**src/rtl/calc_pkg.sv**
```systemverilog
// Shared types and constants for the two-requester ALU arbiter.
package calc_pkg;

    localparam int ALU_W           = 16;
    localparam int NUM_REQ         = 2;
    localparam int TIMEOUT_DEFAULT = 16;

    typedef enum logic [1:0] {
        ST_IDLE    = 2'd0,
        ST_ISSUE   = 2'd1,
        ST_WAIT    = 2'd2,
        ST_RESPOND = 2'd3
    } arb_state_t;

endpackage

```
**src/rtl/alu_rr_pick.sv**
```systemverilog
// Combinational 2-way round-robin picker: a lone request wins outright,
// on a tie the requester named by i_prio wins.
module alu_rr_pick
    import calc_pkg::*;
(
    input  logic [NUM_REQ-1:0] i_req,
    input  logic               i_prio,
    output logic [NUM_REQ-1:0] o_winner
);

    // One-hot winner from the request vector and the favoured index
    always_comb begin
        o_winner    = '0;
        o_winner[0] = i_req[0] & (~i_req[1] | ~i_prio);
        o_winner[1] = i_req[1] & (~i_req[0] |  i_prio);
    end

endmodule

```
**src/rtl/alu_arbiter.sv**
```systemverilog
// Arbitrates two requesters onto one shared multi-cycle ALU. Operands are
// latched at grant time, the ALU is strobed once, and the result (or a
// timeout error) is returned to the served requester with a one-cycle done.
module alu_arbiter
    import calc_pkg::*;
#(
    parameter int TIMEOUT = TIMEOUT_DEFAULT
) (
    input  logic                     clk,
    input  logic                     nRST,
    input  logic [NUM_REQ-1:0]       req,
    input  logic [NUM_REQ*ALU_W-1:0] op_a,
    input  logic [NUM_REQ*ALU_W-1:0] op_b,
    input  logic [NUM_REQ-1:0]       op_sub,
    output logic [NUM_REQ-1:0]       gnt,
    output logic [NUM_REQ-1:0]       done,
    output logic [ALU_W-1:0]         result,
    output logic                     ovf,
    output logic                     err,
    output logic                     busy,
    output logic [ALU_W-1:0]         alu_in1,
    output logic [ALU_W-1:0]         alu_in2,
    output logic                     alu_sub,
    output logic                     alu_start,
    input  logic [ALU_W-1:0]         alu_out,
    input  logic                     alu_finish
);

    // Timer value seen in the last permitted WAIT cycle
    localparam logic [7:0] TIMER_LAST = 8'(TIMEOUT - 1);

    arb_state_t           r_state;
    arb_state_t           w_state_next;
    logic                 r_prio;          // index of the favoured requester
    logic [NUM_REQ-1:0]   r_gnt;
    logic [7:0]           r_timer;
    logic [ALU_W-1:0]     r_in1;
    logic [ALU_W-1:0]     r_in2;
    logic                 r_sub;
    logic [ALU_W-1:0]     r_result;
    logic                 r_ovf;
    logic                 r_err;

    logic [NUM_REQ-1:0]   w_winner;
    logic [ALU_W-1:0]     w_lane_a [NUM_REQ];
    logic [ALU_W-1:0]     w_lane_b [NUM_REQ];
    logic [ALU_W-1:0]     w_sel_a;
    logic [ALU_W-1:0]     w_sel_b;
    logic                 w_sel_sub;
    logic                 w_grant;
    logic                 w_start;
    logic                 w_capture;
    logic                 w_timeout;
    logic [NUM_REQ-1:0]   w_done;
    logic                 w_ovf;

    alu_rr_pick u_pick (
        .i_req    (req),
        .i_prio   (r_prio),
        .o_winner (w_winner)
    );

    // Split the packed operand buses into per-requester lanes
    generate
        for (genvar gi = 0; gi < NUM_REQ; gi++) begin : g_lane
            assign w_lane_a[gi] = op_a[gi*ALU_W +: ALU_W];
            assign w_lane_b[gi] = op_b[gi*ALU_W +: ALU_W];
        end
    endgenerate

    // AND-OR mux of the winning lane (winner is one-hot or zero)
    always_comb begin
        w_sel_a   = '0;
        w_sel_b   = '0;
        w_sel_sub = 1'b0;
        for (int i = 0; i < NUM_REQ; i++) begin
            if (w_winner[i]) begin
                w_sel_a   = w_sel_a | w_lane_a[i];
                w_sel_b   = w_sel_b | w_lane_b[i];
                w_sel_sub = w_sel_sub | op_sub[i];
            end
        end
    end

    // Signed overflow judged against the latched operands
    assign w_ovf = r_sub ? ((r_in1[ALU_W-1] != r_in2[ALU_W-1]) && (alu_out[ALU_W-1] != r_in1[ALU_W-1]))
                         : ((r_in1[ALU_W-1] == r_in2[ALU_W-1]) && (alu_out[ALU_W-1] != r_in1[ALU_W-1]));

    // State register
    always_ff @(posedge clk or negedge nRST) begin
        if (!nRST) begin
            r_state <= ST_IDLE;
        end else begin
            r_state <= w_state_next;
        end
    end

    // Next-state and per-state strobes; alu_finish only matters in WAIT
    always_comb begin
        w_state_next = r_state;
        w_grant      = 1'b0;
        w_start      = 1'b0;
        w_capture    = 1'b0;
        w_timeout    = 1'b0;
        w_done       = '0;
        unique case (r_state)
            ST_IDLE: begin
                if (|req) begin
                    w_grant      = 1'b1;
                    w_state_next = ST_ISSUE;
                end
            end
            ST_ISSUE: begin
                w_start      = 1'b1;
                w_state_next = ST_WAIT;
            end
            ST_WAIT: begin
                if (alu_finish) begin
                    w_capture    = 1'b1;
                    w_state_next = ST_RESPOND;
                end else if (r_timer == TIMER_LAST) begin
                    w_timeout    = 1'b1;
                    w_state_next = ST_RESPOND;
                end
            end
            ST_RESPOND: begin
                w_done       = r_gnt;
                w_state_next = ST_IDLE;
            end
            default: w_state_next = ST_IDLE;
        endcase
    end

    // Grant/operand latch, wait timer, result capture and pointer update
    always_ff @(posedge clk or negedge nRST) begin
        if (!nRST) begin
            r_prio   <= 1'b0;
            r_gnt    <= '0;
            r_timer  <= '0;
            r_in1    <= '0;
            r_in2    <= '0;
            r_sub    <= 1'b0;
            r_result <= '0;
            r_ovf    <= 1'b0;
            r_err    <= 1'b0;
        end else begin
            if (w_grant) begin
                r_gnt <= w_winner;
                r_in1 <= w_sel_a;
                r_in2 <= w_sel_b;
                r_sub <= w_sel_sub;
            end
            if (r_state == ST_ISSUE) begin
                r_timer <= '0;
            end else if (r_state == ST_WAIT && !alu_finish) begin
                r_timer <= r_timer + 8'd1;
            end
            if (w_capture) begin
                r_result <= alu_out;
                r_ovf    <= w_ovf;
                r_err    <= 1'b0;
            end else if (w_timeout) begin
                r_result <= '0;
                r_ovf    <= 1'b0;
                r_err    <= 1'b1;
            end
            if (r_state == ST_RESPOND) begin
                r_gnt  <= '0;
                r_prio <= r_gnt[0];   // served 0 -> favour 1, served 1 -> favour 0
            end
        end
    end

    assign gnt       = r_gnt;
    assign done      = w_done;
    assign result    = r_result;
    assign ovf       = r_ovf;
    assign err       = r_err;
    assign busy      = (r_state != ST_IDLE);
    assign alu_in1   = r_in1;
    assign alu_in2   = r_in2;
    assign alu_sub   = r_sub;
    assign alu_start = w_start;

endmodule

```
**config.mk**
```make
export PLATFORM = sky130hd
export DESIGN_NAME = alu_arbiter
export DESIGN_NICKNAME = d
export VERILOG_FILES = /design/src/rtl/calc_pkg.sv /design/src/rtl/alu_rr_pick.sv /design/src/rtl/alu_arbiter.sv
export SDC_FILE = /design/constraint.sdc
export NUM_CORES = 1
export LEC_CHECK = 0
export ABC_AREA = 1
export CAP_MARGIN = 20
export CORE_MARGIN = 2
export CORE_UTILIZATION = 45
export CTS_BUF_LIST = sky130_fd_sc_hd__clkbuf_2 sky130_fd_sc_hd__clkbuf_4 sky130_fd_sc_hd__clkbuf_8
export DETAILED_ROUTE_END_ITERATION = 7
export PLACE_DENSITY_LB_ADDON = 0.1
export SYNTH_ARGS = -nofsm -noshare
export SYNTH_HDL_FRONTEND = slang
export SYNTH_HIERARCHICAL = 1
export SYNTH_SLANG_ARGS = --single-unit
```
**constraint.sdc**
```tcl
create_clock -name clk -period 2.75 [get_ports clk]
set_input_delay 0.825 -clock clk [delete_from_list [all_inputs] [get_ports clk]]
set_output_delay 0.825 -clock clk [all_outputs]
set_load 0.05 [all_outputs]
```
* Yosys cells after proc, flatten, opt, wreduce, memory -nomap -nowiden
Cells that the tools add are included.
Cells by class: add/sub/neg operators 1, equality and inequality tests 9, multiplexer cells 30, bitwise logic cells 10, reductions and logical operators 11
Operator list (number):
- 16-bit two-way mux | 6
- 16-bit OR | 2
- 8-bit two-way mux | 2
- 1-bit two-way mux | 15
- 2-bit two-way mux | 6
- 8-bit by 1-bit adder with 8-bit output (second input constant) | 1
- 8-bit by 4-bit == test with 1-bit output (second input constant) | 1
- 2-bit one-hot mux with 4 select lines | 1
- 2-bit nonzero test | 4
- 2-bit == test (second input constant) | 2
- 1-bit logical AND | 3
- 3-bit != test (second input constant) | 1
- 1-bit NOT | 3
- 1-bit OR | 3
- 1-bit AND | 2
- 2-bit by 1-bit == test with 1-bit output (second input constant) | 1
- 2-bit zero test | 1
- 1-bit != test | 2
- 2-bit != test (second input constant) | 1
- 2-bit AND reduction | 1
- 2-bit OR reduction | 1
- 1-bit == test | 1
- 1-bit zero test | 1
Word-level totals: register bits 64, output and inout port bits 57, word-level logic and storage cells 71

* Longest topological paths before layout
depth in word-level cells 6, gate-level depth with buffers 10

* By module
The synthesis kept the hierarchy.
By module, submodules not included:
- alu_arbiter | times used 1, cells each 356, area each 2996.6 µm², seq. area each 1601.5 µm²
- alu_rr_pick | times used 1, cells each 5, area each 20.0 µm², seq. area each 0.0 µm²

* Worst setup path before layout
OpenSTA, ideal clock, no wires.
path type register -> output, start register r_gnt[0] (netlist: gnt[0]), end output port done[0], data arrival time 1076 ps, path slack 849 ps, stages on the path, launching flop included 3, buffers on the path 0, cells stage by stage dfrtp_1 -> nand2_1 -> inv_1
Between the ends: word-level cells in the longest chain between the ends 1
RTL lines:
- start, declared | line alu_arbiter.sv:35 | logic [NUM_REQ-1:0] r_gnt;
- start signal, assigned | line alu_arbiter.sv:148 | r_gnt <= w_winner;
- 2-bit two-way mux | line alu_arbiter.sv:106 | unique case (r_state)
- end, declared | line alu_arbiter.sv:16 | output logic [NUM_REQ-1:0] done,
No other way between the ends.

* Worst setup path in the final report
start register r_sub (netlist: alu_sub), end output port alu_sub
RTL lines:
- start, declared | line alu_arbiter.sv:39 | logic r_sub;
- start signal, assigned | line alu_arbiter.sv:151 | r_sub <= w_sel_sub;
- end, declared | line alu_arbiter.sv:23 | output logic alu_sub,
No word-level cell between the ends.

==> impl_results.html <==
<table>
<tr><th>Metric</th><th>Value</th></tr>
<tr><th colspan="2">Run status</th></tr>
<tr><td>Run status</td><td>complete, but fails checks</td></tr>
<tr><td>Failing checks</td><td>DRC</td></tr>
<tr><th colspan="2">Detailed routing</th></tr>
<tr><td>Routed vias</td><td>2,938</td></tr>
<tr><td>Detailed Routing Iterations Pass 1</td><td>6</td></tr>
<tr><td>Routed WL per cell</td><td>13.9 um</td></tr>
<tr><td>Aggregate routed wire length</td><td>8250 um</td></tr>
<tr><td>1st-iter DRT viols</td><td>134</td></tr>
<tr><td>Detailed-route DRC error count</td><td>6</td></tr>
<tr><td>Number of antenna-violating nets in the routed design</td><td>0</td></tr>
<tr><td>Via/cell ratio</td><td>4.96</td></tr>
<tr><th colspan="2">Job</th></tr>
<tr><td>Max cap viols</td><td>0</td></tr>
<tr><th colspan="2">Yosys</th></tr>
<tr><td>Cell area after synthesis</td><td>3020 um2</td></tr>
<tr><td>Average size of a mapped cell</td><td>8.36 um2</td></tr>
<tr><td>Flip-flop and latch count after synthesis</td><td>64</td></tr>
<tr><td>Share of synthesized area occupied by flip-flops and latches</td><td>0.531</td></tr>
<tr><td>Total of warnings raised by yosys</td><td>6</td></tr>
<tr><td>Synthesized Nets</td><td>454</td></tr>
<tr><td>Cells after Synth</td><td>361</td></tr>
<tr><td>Count of different cell masters after synthesis</td><td>22</td></tr>
<tr><th colspan="2">Floorplanning</th></tr>
<tr><td>Number of I/O pins</td><td>roughly 140</td></tr>
<tr><td>Core area</td><td>6420 um2</td></tr>
<tr><td>Number of core rows</td><td>29</td></tr>
<tr><td>Total Die Area</td><td>7370 um2</td></tr>
<tr><td>Initial core utilization</td><td>0.470</td></tr>
<tr><td>Die W</td><td>85.9 um</td></tr>
<tr><td>Vert. Die Dim</td><td>85.9 um</td></tr>
<tr><th colspan="2">Place</th></tr>
<tr><td>Placed wire-length estimate after detailed placement</td><td>6160 um</td></tr>
<tr><td># port buffers</td><td>143</td></tr>
<tr><td>Final estimated routing congestion in global placement</td><td>0.838</td></tr>
<tr><th colspan="2">Critical path</th></tr>
<tr><td>Slowest cell delay on critical path</td><td>860 ps</td></tr>
<tr><td>Endpoint kind of the worst setup timing path</td><td>primary output</td></tr>
<tr><td>Required time reported for the critical path endpoint</td><td>1930 ps</td></tr>
<tr><td>Ordered cell list for the critical path</td><td>clkdlybuf4s50_1</td></tr>
<tr><td>Arrival time reported for the critical path endpoint</td><td>roughly 1600 ps</td></tr>
<tr><td>Type of the setup path with the least slack</td><td>reg -&gt; out</td></tr>
<tr><td>Count of buffering cells on the critical path with inverters included</td><td>1</td></tr>
<tr><td>Kind of cell adding the most delay to the critical path</td><td>buffers and inverters</td></tr>
<tr><td>Cell at the slowest stage of the critical path</td><td>clkdlybuf4s50_1</td></tr>
<tr><td>Maximum fanout count along the critical path</td><td>3</td></tr>
<tr><td>Worst setup SP type</td><td>flop</td></tr>
<tr><th colspan="2">GRT</th></tr>
<tr><td>Wire length of the first global-routing pass</td><td>13,700 um</td></tr>
<tr><td>Antenna violations before repair</td><td>0</td></tr>
<tr><td>Total global routing overflow</td><td>0</td></tr>
<tr><td>Maximum number of pins on one net before global-route repair</td><td>31</td></tr>
<tr><td>Global-route usage over all layers</td><td>0.236</td></tr>
<tr><td>Vias in the first global route</td><td>3,031</td></tr>
<tr><th colspan="2">CTS</th></tr>
<tr><td>Clock Tree Root</td><td>clkbuf_8</td></tr>
<tr><td>CTS HTree Levels</td><td>3</td></tr>
<tr><td>CTS max path bufs</td><td>2</td></tr>
<tr><td>Hold bufs inserted after CTS</td><td>0</td></tr>
<tr><td>Sinks on Clock Net</td><td>64</td></tr>
<tr><td>Register clock-pin slew on the reported worst setup and hold paths</td><td>70 ps</td></tr>
<tr><td>Number of buffers inserted during clock tree synthesis</td><td>9</td></tr>
<tr><td>Worst skew pair latency</td><td>roughly 340 ps</td></tr>
<tr><td>TritonCTS clock tree</td><td>built</td></tr>
<tr><td>Number of setup buffers added after CTS</td><td>0</td></tr>
<tr><th colspan="2">Timing</th></tr>
<tr><td>Worst rel slew slack</td><td>0.625</td></tr>
<tr><td>Portion of the clock cycle consumed by the worst path in the final layout</td><td>0.871</td></tr>
<tr><td>Final setup violation count</td><td>0</td></tr>
<tr><td>Fmax</td><td>0.418 GHz</td></tr>
<tr><td>Setup repair after global routing missed its margin</td><td>false</td></tr>
<tr><td>Slew at the pin closest to its max-slew limit</td><td>560 ps</td></tr>
<tr><td>Pins over their slew limit</td><td>0</td></tr>
<tr><td>Post-route clock skew</td><td>10.6 ps</td></tr>
<tr><td>Setup TNS</td><td>0 ps</td></tr>
<tr><td>Number of failing hold endpoints at the final stage</td><td>0</td></tr>
<tr><td>Post-layout minimum cycle time</td><td>2390 ps</td></tr>
<tr><th colspan="2">Pwr</th></tr>
<tr><td>Worst IR drop on VDD</td><td>604 uV</td></tr>
<tr><td>Leakage</td><td>2.25 nW</td></tr>
<tr><td>Pwr dens</td><td>1160 nW/um2</td></tr>
<tr><th colspan="2">Cells and area</th></tr>
<tr><td>Final #Nets</td><td>603</td></tr>
<tr><td>Fraction of final layout cells sized beyond drive strength 1</td><td>0.0835</td></tr>
<tr><td>Area added between synthesis and finish</td><td>57.7%</td></tr>
<tr><td>Diodes inserted</td><td>0</td></tr>
<tr><td>Post-layout util</td><td>0.741</td></tr>
<tr><td>Commonest non-fill, non-tap cells in the layout</td><td>nand2_1, clkdlybuf4s50_1, dfrtp_1</td></tr>
<tr><td>Most common cell after layout, fill and taps aside</td><td>nand2_1</td></tr>
<tr><td>Layout filler cell count</td><td>527</td></tr>
<tr><th colspan="2">Hold path</th></tr>
<tr><td>Worst min path class</td><td>in -&gt; async</td></tr>
</table>
layout make-up:
class	count	area, um2	area share
flip-flops and latches	64	1600	0.337
clock buffers	11	151	0.0318
repair buffers	150	1510	0.317
well taps	77	96.3	0.0203
clock inverters	5	55.1	0.0116
multi-input cells	263	1260	0.265
inverters	22	82.6	0.0174
final timing paths:
| path | startpoint | endpoint | slack (ps) | cells past startpoint |
|---|---|---|---|---|
| max reg2reg | r_state[0] | ovf | 970 | 7 |
| min | nRST | result[2] | 410 | 1 |
| min in group clk | alu_in1[2] | alu_in1[2] | 500 | 2 |
| max in group asynchronous | nRST | alu_in2[3] | 1600 | 2 |
| min reg2reg | alu_in1[2] | alu_in1[2] | 500 | 2 |
| max | alu_sub | alu_sub | 360 | 1 |
routing by layer:
layer,GRT usage,vias up,share of wire
met5,0,-,0
met4,0.0779,0,0.014
met3,0.0760,9,0.087
met2,0.395,102,0.48
met1,0.288,1384,0.42
li1,-,1443,-
logic make-up after synthesis:
group / share of synthesized area
compound gates: 0.0307
xor+xnor: 0.00581
simple gates: 0.356
fa+ha+maj: 0.0249
flops: 0.531
buf+inv: 0.0514
timing repair:
item | in CTS | in global routing
hold endpoints to repair | 0 | 0
resized for setup | 0 | 3
endpoints found under the setup margin | 0 | 3
through the flow:
stage | worst slack [ps] | std cells | hold WS, ps | power (mW) | instance area (um2)
after CTS | 25.3 | 592 | 416 | 5.58 | 4750
after floorplan | 849 | 361 | 456 | 3.61 | 3020
final | 355 | 592 | 415 | 5.54 | 4760
after detailed placement | 408 | 576 | 484 | 4.74 | 4540
after global placement | 432 | 576 | 479 | 4.69 | 4540
after global routing | 326 | 592 | 431 | 5.86 | 4760
report_power, final:
part	switching [mW]	total, mW	internal [mW]
Sequential	0.248	1.57	1.32
Combinational	2.06	3.14	1.07
Clock	0.366	0.831	0.465
Total	2.68	5.54	2.86
synthesized netlist by cell type, drive strengths merged:
library cell	number	share of area
dfrtp	64	0.53
o21ai	9	0.019
xor2	1	0.0029
xnor2	1	0.0029
buf	12	0.024
a31oi	1	0.0021
ha	6	0.025
nand4	1	0.0071
clkinv	1	0.0012
or2	1	0.0021
nand2	159	0.20
nor2	14	0.027
a21oi	6	0.010
nor3	2	0.0033
nand3	62	0.12
inv	21	0.026
state kept, by name, indices dropped and copies added, names as in the netlist:
signal / count
alu_in1: 16
alu_in2: 16
alu_sub: 1
err: 1
gnt: 2
ovf: 1
r_prio: 1
r_state: 2
r_timer: 8
result: 16
(Power assumes the default switching activity.)
